### config.mk
export PLATFORM = sky130hd
export DESIGN_NAME = memory_access
export DESIGN_NICKNAME = d
export VERILOG_FILES = /design/src/rtl/memory_access.sv
export SDC_FILE = /design/constraint.sdc
export NUM_CORES = 1
export LEC_CHECK = 0
export CORE_MARGIN = 4
export CORE_UTILIZATION = 40
export CTS_BUF_LIST = sky130_fd_sc_hd__clkbuf_4 sky130_fd_sc_hd__clkbuf_8
export DETAILED_ROUTE_END_ITERATION = 8
export PLACE_DENSITY = 0.82
export RECOVER_POWER = 50
export SYNTH_ARGS = -nofsm -noshare
export SYNTH_HDL_FRONTEND = slang
export SYNTH_SLANG_ARGS = --single-unit
### constraint.sdc
create_clock -name clock -period 5.1 [get_ports clock]
set_clock_uncertainty 0.1 [all_clocks]
set_input_delay 1.02 -clock clock [delete_from_list [all_inputs] [get_ports clock]]
set_output_delay 1.02 -clock clock [all_outputs]
set_load 0.02 [all_outputs]
### src/rtl/memory_access.sv
// Memory-access pipeline stage: issues one aligned load/store per accepted
// instruction, handles big-endian lane placement, fault pulses and writeback.
module memory_access #(
    parameter int unsigned TIMEOUT_CYCLES = 64
) (
    input  logic        clock,
    input  logic        reset,
    input  logic        in_valid,
    output logic        in_ready,
    input  logic [31:0] alu_result,
    input  logic [31:0] store_data,
    input  logic [3:0]  mem_op,
    input  logic [4:0]  dest_reg,
    output logic        dmem_req,
    output logic        dmem_we,
    output logic [31:0] dmem_addr,
    output logic [31:0] dmem_wdata,
    output logic [3:0]  dmem_be,
    input  logic        dmem_ack,
    input  logic [31:0] dmem_rdata,
    output logic        wb_valid,
    output logic [4:0]  wb_reg,
    output logic [31:0] wb_data,
    output logic        misaligned,
    output logic        bus_error
);

    localparam int unsigned TW = $clog2(TIMEOUT_CYCLES + 1);
    localparam logic [TW-1:0] TMO_LAST = TW'(TIMEOUT_CYCLES - 1);

    typedef enum logic [1:0] {IDLE, REQ, WB} state_t;

    state_t        state_q, state_d;
    logic [3:0]    op_q, op_d;
    logic [1:0]    off_q, off_d;
    logic [4:0]    wb_reg_q, wb_reg_d;
    logic [31:0]   wb_data_q, wb_data_d;
    logic          dmem_req_q, dmem_req_d;
    logic          dmem_we_q, dmem_we_d;
    logic [31:0]   dmem_addr_q, dmem_addr_d;
    logic [31:0]   dmem_wdata_q, dmem_wdata_d;
    logic [3:0]    dmem_be_q, dmem_be_d;
    logic          misaligned_q, misaligned_d;
    logic          bus_error_q, bus_error_d;
    logic [TW-1:0] tmo_q, tmo_d;

    // Access size: 0 none, 1 byte, 2 half, 3 word.
    function automatic logic [1:0] op_size(input logic [3:0] op);
        case (op)
            4'd1, 4'd2, 4'd6: op_size = 2'd1;
            4'd3, 4'd4, 4'd7: op_size = 2'd2;
            4'd5, 4'd8:       op_size = 2'd3;
            default:          op_size = 2'd0;
        endcase
    endfunction

    logic [1:0]  in_size;
    logic        in_misaligned;
    logic [3:0]  in_be;
    logic [31:0] in_wdata;
    logic [7:0]  rd_byte;
    logic [15:0] rd_half;
    logic [31:0] load_value;

    always_comb begin
        in_size       = op_size(mem_op);
        in_misaligned = (in_size == 2'd2 && alu_result[0]) ||
                        (in_size == 2'd3 && alu_result[1:0] != 2'b00);
        case (in_size)
            2'd1:    in_be = 4'b1000 >> alu_result[1:0];
            2'd2:    in_be = alu_result[1] ? 4'b0011 : 4'b1100;
            default: in_be = 4'b1111;
        endcase
        case (in_size)
            2'd1:    in_wdata = {4{store_data[7:0]}};
            2'd2:    in_wdata = {2{store_data[15:0]}};
            default: in_wdata = store_data;
        endcase
        // Byte offset 0 is the most significant lane, so the select base counts down.
        rd_byte = dmem_rdata[{~off_q, 3'b000} +: 8];
        rd_half = dmem_rdata[{~off_q[1], 4'b0000} +: 16];
        case (op_size(op_q))
            2'd1:    load_value = (op_q == 4'd1) ? {{24{rd_byte[7]}}, rd_byte} : {24'd0, rd_byte};
            2'd2:    load_value = (op_q == 4'd3) ? {{16{rd_half[15]}}, rd_half} : {16'd0, rd_half};
            default: load_value = dmem_rdata;
        endcase
    end

    always_ff @(posedge clock) begin
        if (reset) begin
            state_q      <= IDLE;
            op_q         <= '0;
            off_q        <= '0;
            wb_reg_q     <= '0;
            wb_data_q    <= '0;
            dmem_req_q   <= 1'b0;
            dmem_we_q    <= 1'b0;
            dmem_addr_q  <= '0;
            dmem_wdata_q <= '0;
            dmem_be_q    <= '0;
            misaligned_q <= 1'b0;
            bus_error_q  <= 1'b0;
            tmo_q        <= '0;
        end else begin
            state_q      <= state_d;
            op_q         <= op_d;
            off_q        <= off_d;
            wb_reg_q     <= wb_reg_d;
            wb_data_q    <= wb_data_d;
            dmem_req_q   <= dmem_req_d;
            dmem_we_q    <= dmem_we_d;
            dmem_addr_q  <= dmem_addr_d;
            dmem_wdata_q <= dmem_wdata_d;
            dmem_be_q    <= dmem_be_d;
            misaligned_q <= misaligned_d;
            bus_error_q  <= bus_error_d;
            tmo_q        <= tmo_d;
        end
    end

    always_comb begin
        state_d      = state_q;
        op_d         = op_q;
        off_d        = off_q;
        wb_reg_d     = wb_reg_q;
        wb_data_d    = wb_data_q;
        dmem_req_d   = dmem_req_q;
        dmem_we_d    = dmem_we_q;
        dmem_addr_d  = dmem_addr_q;
        dmem_wdata_d = dmem_wdata_q;
        dmem_be_d    = dmem_be_q;
        misaligned_d = 1'b0;
        bus_error_d  = 1'b0;
        tmo_d        = tmo_q;
        case (state_q)
            IDLE: begin
                if (in_valid) begin
                    op_d     = mem_op;
                    off_d    = alu_result[1:0];
                    wb_reg_d = dest_reg;
                    if (in_size == 2'd0) begin
                        wb_data_d = alu_result;
                        state_d   = WB;
                    end else if (in_misaligned) begin
                        misaligned_d = 1'b1;
                    end else begin
                        dmem_req_d   = 1'b1;
                        dmem_we_d    = (mem_op >= 4'd6);
                        dmem_addr_d  = {alu_result[31:2], 2'b00};
                        dmem_be_d    = in_be;
                        dmem_wdata_d = in_wdata;
                        tmo_d        = '0;
                        state_d      = REQ;
                    end
                end
            end
            REQ: begin
                if (dmem_ack) begin
                    dmem_req_d = 1'b0;
                    if (dmem_we_q) begin
                        state_d = IDLE;
                    end else begin
                        wb_data_d = load_value;
                        state_d   = WB;
                    end
                end else if (tmo_q == TMO_LAST) begin
                    dmem_req_d  = 1'b0;
                    bus_error_d = 1'b1;
                    state_d     = IDLE;
                end else begin
                    tmo_d = tmo_q + TW'(1);
                end
            end
            WB:      state_d = IDLE;
            default: state_d = IDLE;
        endcase
    end

    always_comb begin
        in_ready   = (state_q == IDLE);
        wb_valid   = (state_q == WB) && (wb_reg_q != 5'd0);
        wb_reg     = wb_reg_q;
        wb_data    = wb_data_q;
        dmem_req   = dmem_req_q;
        dmem_we    = dmem_we_q;
        dmem_addr  = dmem_addr_q;
        dmem_wdata = dmem_wdata_q;
        dmem_be    = dmem_be_q;
        misaligned = misaligned_q;
        bus_error  = bus_error_q;
    end

endmodule

---- After elaboration in Yosys (flattened, before gate mapping) ----
Memory sizes are Yosys's and may differ from the RTL's. A register that Yosys moved wholly into a read port is not among the register bits.
Cells that the tools add are included.
word-level totals
  register bits ........................... 122
  ROM bits ................................ 64
  input port bits ......................... 109
  output and inout bits ................... 111
  logic and storage cells ................. 98
  memories kept ........................... 2
cells by class
  add/sub/neg operators ................... 1
  magnitude comparators ................... 1
  eq/ne operators ......................... 20
  shifts and indexed selects .............. 3
  mux-type cells .......................... 34
  bitwise operators ....................... 7
  reductions and logical operators ........ 17
memories
  memory            words  width  rd ports  clocked after Yosys merged registers in  write ports  RTL line  RTL
  (name not given)  16     2      1         0                                        0            49        case (op)
  (name not given)  16     2      1         1                                        0            49
operators with widths
  kind                                                                   count
  32-bit 2-to-1 mux                                                      6
  32-bit one-hot mux with 2 select lines                                 3
  7-bit 2-to-1 mux                                                       5
  32-bit by 6-bit indexed part select with 16-bit output                 1
  32-bit by 6-bit indexed part select with 8-bit output                  1
  2-bit inequality test, second input constant                           7
  7-bit one-hot mux with 2 select lines                                  1
  2-bit 2-to-1 mux                                                       6
  4-bit 2-to-1 mux                                                       3
  5-bit AND reduction                                                    2
  2-bit equality test, second input constant                             4
  4-bit one-hot mux with 2 select lines                                  1
  7-bit by 1-bit adder with 7-bit output, second input constant          1
  7-bit by 6-bit equality test with 1-bit output, second input constant  1
  1-bit 2-to-1 mux                                                       7
  2-bit by 1-bit equality test with 1-bit output, second input constant  3
  1-bit inverter                                                         6
  6-bit AND reduction                                                    1
  5-bit nonzero test                                                     1
  4-bit by 1-bit equality test with 1-bit output, second input constant  1
  4-bit by 2-bit equality test with 1-bit output, second input constant  1
  4-bit by 3-bit >= comparator with 1-bit output, second input constant  1
  2-bit logical NOT                                                      2
  2-bit one-hot mux with 2 select lines                                  1
  other kinds (14)                                                       17

---- Logic depth before layout (Yosys ltp) ----
An unclocked memory read counts as a cell.
  depth after elaboration ................. 8
  mapped depth ............................ 14
  depth with buffers taken out ............ 11

---- Least setup slack after synthesis ----
Ideal clock, no wire load.
  path kind ............................... input port to flip-flop
  from .................................... input port mem_op[0]
  to ...................................... register dmem_addr_q[2] (netlist: dmem_addr[2])
  library setup time ...................... 0.070 ns
  arrival time ............................ 2.882 ns
  data required time ...................... 4.930 ns
  path slack .............................. 2.048 ns
  stages .................................. 14
  path buffers ............................ 3
  cell sequence ........................... inv_1 > ha_1 > nor2b_1 > nand2b_1 > o21ai_0 > inv_1 > ha_1 > o21ai_0 > and4b_1 > buf_2 > buf_4 > buf_4 > nand2_1 > a21oi_1
on the way
  cells in the longest elaborated chain, start to end .. 6
  elaborated cells between the ends (all ways) .. 10
  classes of those cells .................. 2 x eq/ne; 2 x bitwise; 5 x reduce/logical; 1 x memory
ends and longest elaborated chain
  item                                    RTL line  RTL
  start: declaration                      12        input logic [3:0] mem_op,
  memory read 16 x 2 bit *                -
  2-bit equality test (on tied branches)  67, 68
  1-bit logical AND (on tied branches)    67, 68
  1-bit logical OR                        67        in_misaligned = (in_size == 2'd2 && alu_result[0]) ||
  1-bit inverter (no source line)         -
  4-bit AND reduction (no source line) *  -
  end signal: assignment                  112       dmem_addr_q <= dmem_addr_d;
  end: declaration                        40        logic [31:0] dmem_addr_q, dmem_addr_d;
Every way passes the cells marked *; elsewhere a longest branch is shown, timed or not.
A chain may end at the register's enable or synchronous reset.

---- Worst setup path in the final report ----
  from .................................... input port in_valid
  to ...................................... register dmem_wdata_q[21] (netlist: dmem_wdata[21])
on the way
  cells in the longest elaborated chain, start to end .. 1
ends and longest elaborated chain
  item                                  RTL line  RTL
  start: declaration                    8         input logic in_valid,
  4-bit AND reduction (no source line)  -
  end signal: assignment                113       dmem_wdata_q <= dmem_wdata_d;
  end: declaration                      41        logic [31:0] dmem_wdata_q, dmem_wdata_d;
Every way passes these cells.

==> results.json <==
{
  "htreeDepth": 4,
  "async_reset_ff_share_pct": 0,
  "rsz0062_at_grt": "no",
  "crit_path_max_fanout": 66,
  "crit_type": "in2reg",
  "dpl-instance-area_um2": 8050,
  "drtPass1Iterations": 5,
  "start_util_pct": 41.5,
  "vias_per_cell": 5.59,
  "p_clk_share_pct": 33.4,
  "cts_resized": 0,
  "grt_pass1_wl_um": 31300,
  "maxCapViolations": 1,
  "rrSetupSlack_ns": 1.76,
  "switchingPower_uw": 919,
  "vias": 6031,
  "grt_use_total_pct": 24.0,
  "die_h_um": 129,
  "synthTopCellsByArea": "dfxtp_1, nand2_1, a21oi_1",
  "die_w_um": 129,
  "grt_pass1_vias": 5952,
  "cts_tree": "done",
  "postRouteAntennaNets": 0,
  "power_switching_share_pct": 33.1,
  "clkSinkCount": 124,
  "drive_gt1_share_pct": 7.24,
  "drv_slew": 16,
  "synth_area_um2": 5850,
  "gp_congestion": 0.839,
  "insertion_delay_ns": 0.46,
  "setup_tns_ns": 0,
  "power_uw": 2770,
  "drt-total-wl_um": 20200,
  "ctsHoldBuffers": 0,
  "area_growth_pct": 44.6,
  "min_to": "dmem_wdata[28]",
  "slew_headroom_pct": -24.1,
  "coreArea_um2": 14100,
  "cts-root-buf": "clkbuf_8",
  "syn_inst": 701,
  "drt-wirelength-per-cell_um": 18.8,
  "comb_power_share_pct": 27.1,
  "yosysTopAreaCellShare_pct": 42.5,
  "endpoint_kind": "register",
  "drt_iter0_markers": 598,
  "grt_max_degree": 89,
  "die_area_um2": 16600,
  "path_clk_slew_ns": 0.08,
  "finalCritPeriodShare_pct": 78.7,
  "dp_hpwl_um": 14200,
  "critPathArrivalTime_ns": 4.21,
  "antenna_found_initial": 1,
  "row_count": 43,
  "crit_required_ns": 5.30,
  "synth_top_area_cell": "dfxtp_1",
  "synthFlopType": "dfxtp_1",
  "synth_seq_cells": 124,
  "pre_cts_slack_ns": 0.851,
  "outcome": "finished with violations",
  "hp-start": "dmem_wdata[28]",
  "tightest_slew_ns": 1.86,
  "holdWs_ns": 0.354,
  "synth_edf_count": 0,
  "period_needed_ns": 4.02,
  "seq_power_share_pct": 39.6,
  "finalHoldViolations": 0,
  "numPortBuffers": 217,
  "p_leak_uw": 0.00325,
  "internal-power_uw": 1860,
  "cts_buffer_depth": 2,
  "io_pins": 220,
  "r2r-start": "state_q[1]",
  "violations": "max-capacitance violations, max-slew violations",
  "fmax_mhz": 249,
  "cts_buffers": 17,
  "power_density_nw_per_um2": 328,
  "synth_cell_types": 59,
  "r2r_cells": 5,
  "syn_avg_cell_area_um2": 8.34,
  "min_path_type": "reg2reg",
  "fin_ws_ns": 1.08,
  "ir_drop_v": 0.000192,
  "finalNetCount": 1004,
  "reg2reg_to": "dmem_wdata[21]",
  "cp-start-kind": "input pin",
  "seq_area_frac_synth_pct": 42.5,
  "crit_start": "in_valid",
  "yosys_warnings": 0,
  "hold_depth": 2,
  "setup_viol": 0,
  "grt_overflow": 0,
  "route.detailed.drc": 0,
  "postCtsSetupBuffers": 0,
  "final_area_um2": 8450
}
-- cell families (layout without fill, tap and decap cells) --
| group | count (synthesis) | count (layout) | share of synthesized area, % |
|---|---|---|---|
| AO/OA/AOI/OAI | 212 | 212 | 25.6 |
| XOR/XNOR | 4 | 4 | 0.599 |
| adder cells (fa/ha/maj) | 10 | 10 | 2.14 |
| buffers and inverters | 76 | 272 | 5.89 |
| flip-flops | 124 | 124 | 42.5 |
| multiplexers | 16 | 16 | 2.87 |
| other | 1 | 3 | 0.0642 |
| AND/OR/NAND/NOR | 258 | 258 | 20.3 |
-- Yosys cell counts (all sizes together), types with 2 or more instances --
library cell	count
and3	2
a22oi	16
dfxtp	124
nor2b	15
o21bai	2
a211oi	2
mux2i	10
a311oi	18
nor2	30
xor2	4
a21o	3
buf	26
nand4b	2
or2	2
o211ai	28
nor3b	3
nor3	19
nand2	157
a2bb2oi	4
ha	10
o21ai	23
a32oi	7
nand3	2
nand2b	6
clkbuf	35
mux2	6
inv	15
a221oi	24
nand3b	2
or3	8
a21oi	75
nor4b	3
-- per-stage QoR --
step                      std cells  utilization (%)
after floorplan                 702                -
after global placement         1046             57.1
after detailed placement       1046             57.1
after CTS                      1078             60.1
after global routing           1079             60.0
final                          1079             60.0
-- worst max-delay path: stages --
cell	delay, ns
dlygate4sd3_1	0.59
nor3b_1	1.46
nand4b_1	0.42
buf_12	0.34
a311oi_1	0.26
nor3_1	0.07
-- worst max path at each step --
| stage | slack (ns) | to | cells after the start |
|---|---|---|---|
| CTS | 1.32 | dmem_addr[19] | 10 |
| global route | 0.84 | dmem_wdata[16] | 6 |
| detailed placement | 0.85 | dmem_addr[19] | 10 |
| global placement | 1.01 | dmem_we | 10 |
| finish | 1.08 | dmem_wdata[21] | 6 |
| floorplan | 2.05 | dmem_addr[2] | 14 |
-- power by group through the flow --
stage / clock network, µW / registers [µW] / logic, µW
finish: 925 / 1100 / 750
global route: 995 / 1110 / 807
CTS: 943 / 1100 / 775
detailed placement: 0 / 1120 / 771
global placement: 0 / 1120 / 764
floorplan: 0 / 1200 / 354
-- final cells by class --
type,instances,area [µm²]
inverters,15,56.3
well taps,180,225
clock buffers,18,248
clock inverters,14,170
multi-input cells,502,3010
fillers,1245,5640
diodes,1,2.50
flip-flops and latches,124,2480
repair buffers,225,2250
-- cells in the final DEF, fill, tap and decap left out, types with 4 or more instances in the layout --
master	netlist	layout
inv_1	15	15
clkinvlp_4	0	4
nand2_1	157	157
nor2_1	30	30
ha_1	10	10
a311oi_1	18	18
clkbuf_8	0	18
buf_4	9	7
a21oi_1	75	74
or3_1	8	8
a221oi_1	14	14
a221oi_2	10	10
a32oi_1	7	7
a2bb2oi_1	4	4
o211ai_1	28	28
nor3_1	19	19
o21ai_0	23	23
nand2b_1	6	6
clkdlybuf4s50_1	0	111
xor2_1	4	4
dlygate4sd3_1	0	105
nor2b_1	15	14
dfxtp_1	124	124
mux2i_1	10	10
a22oi_1	16	16
mux2_2	6	5
-- routing by layer --
metal	vias up	GRT usage, %	part of all wire [%]
met5	-	0	0
met4	0	11.4	3.5
met3	50	8.92	9.1
li1	2884	-	-
met1	2818	29.0	40
met2	279	38.0	48
(Power assumes the default switching activity.)
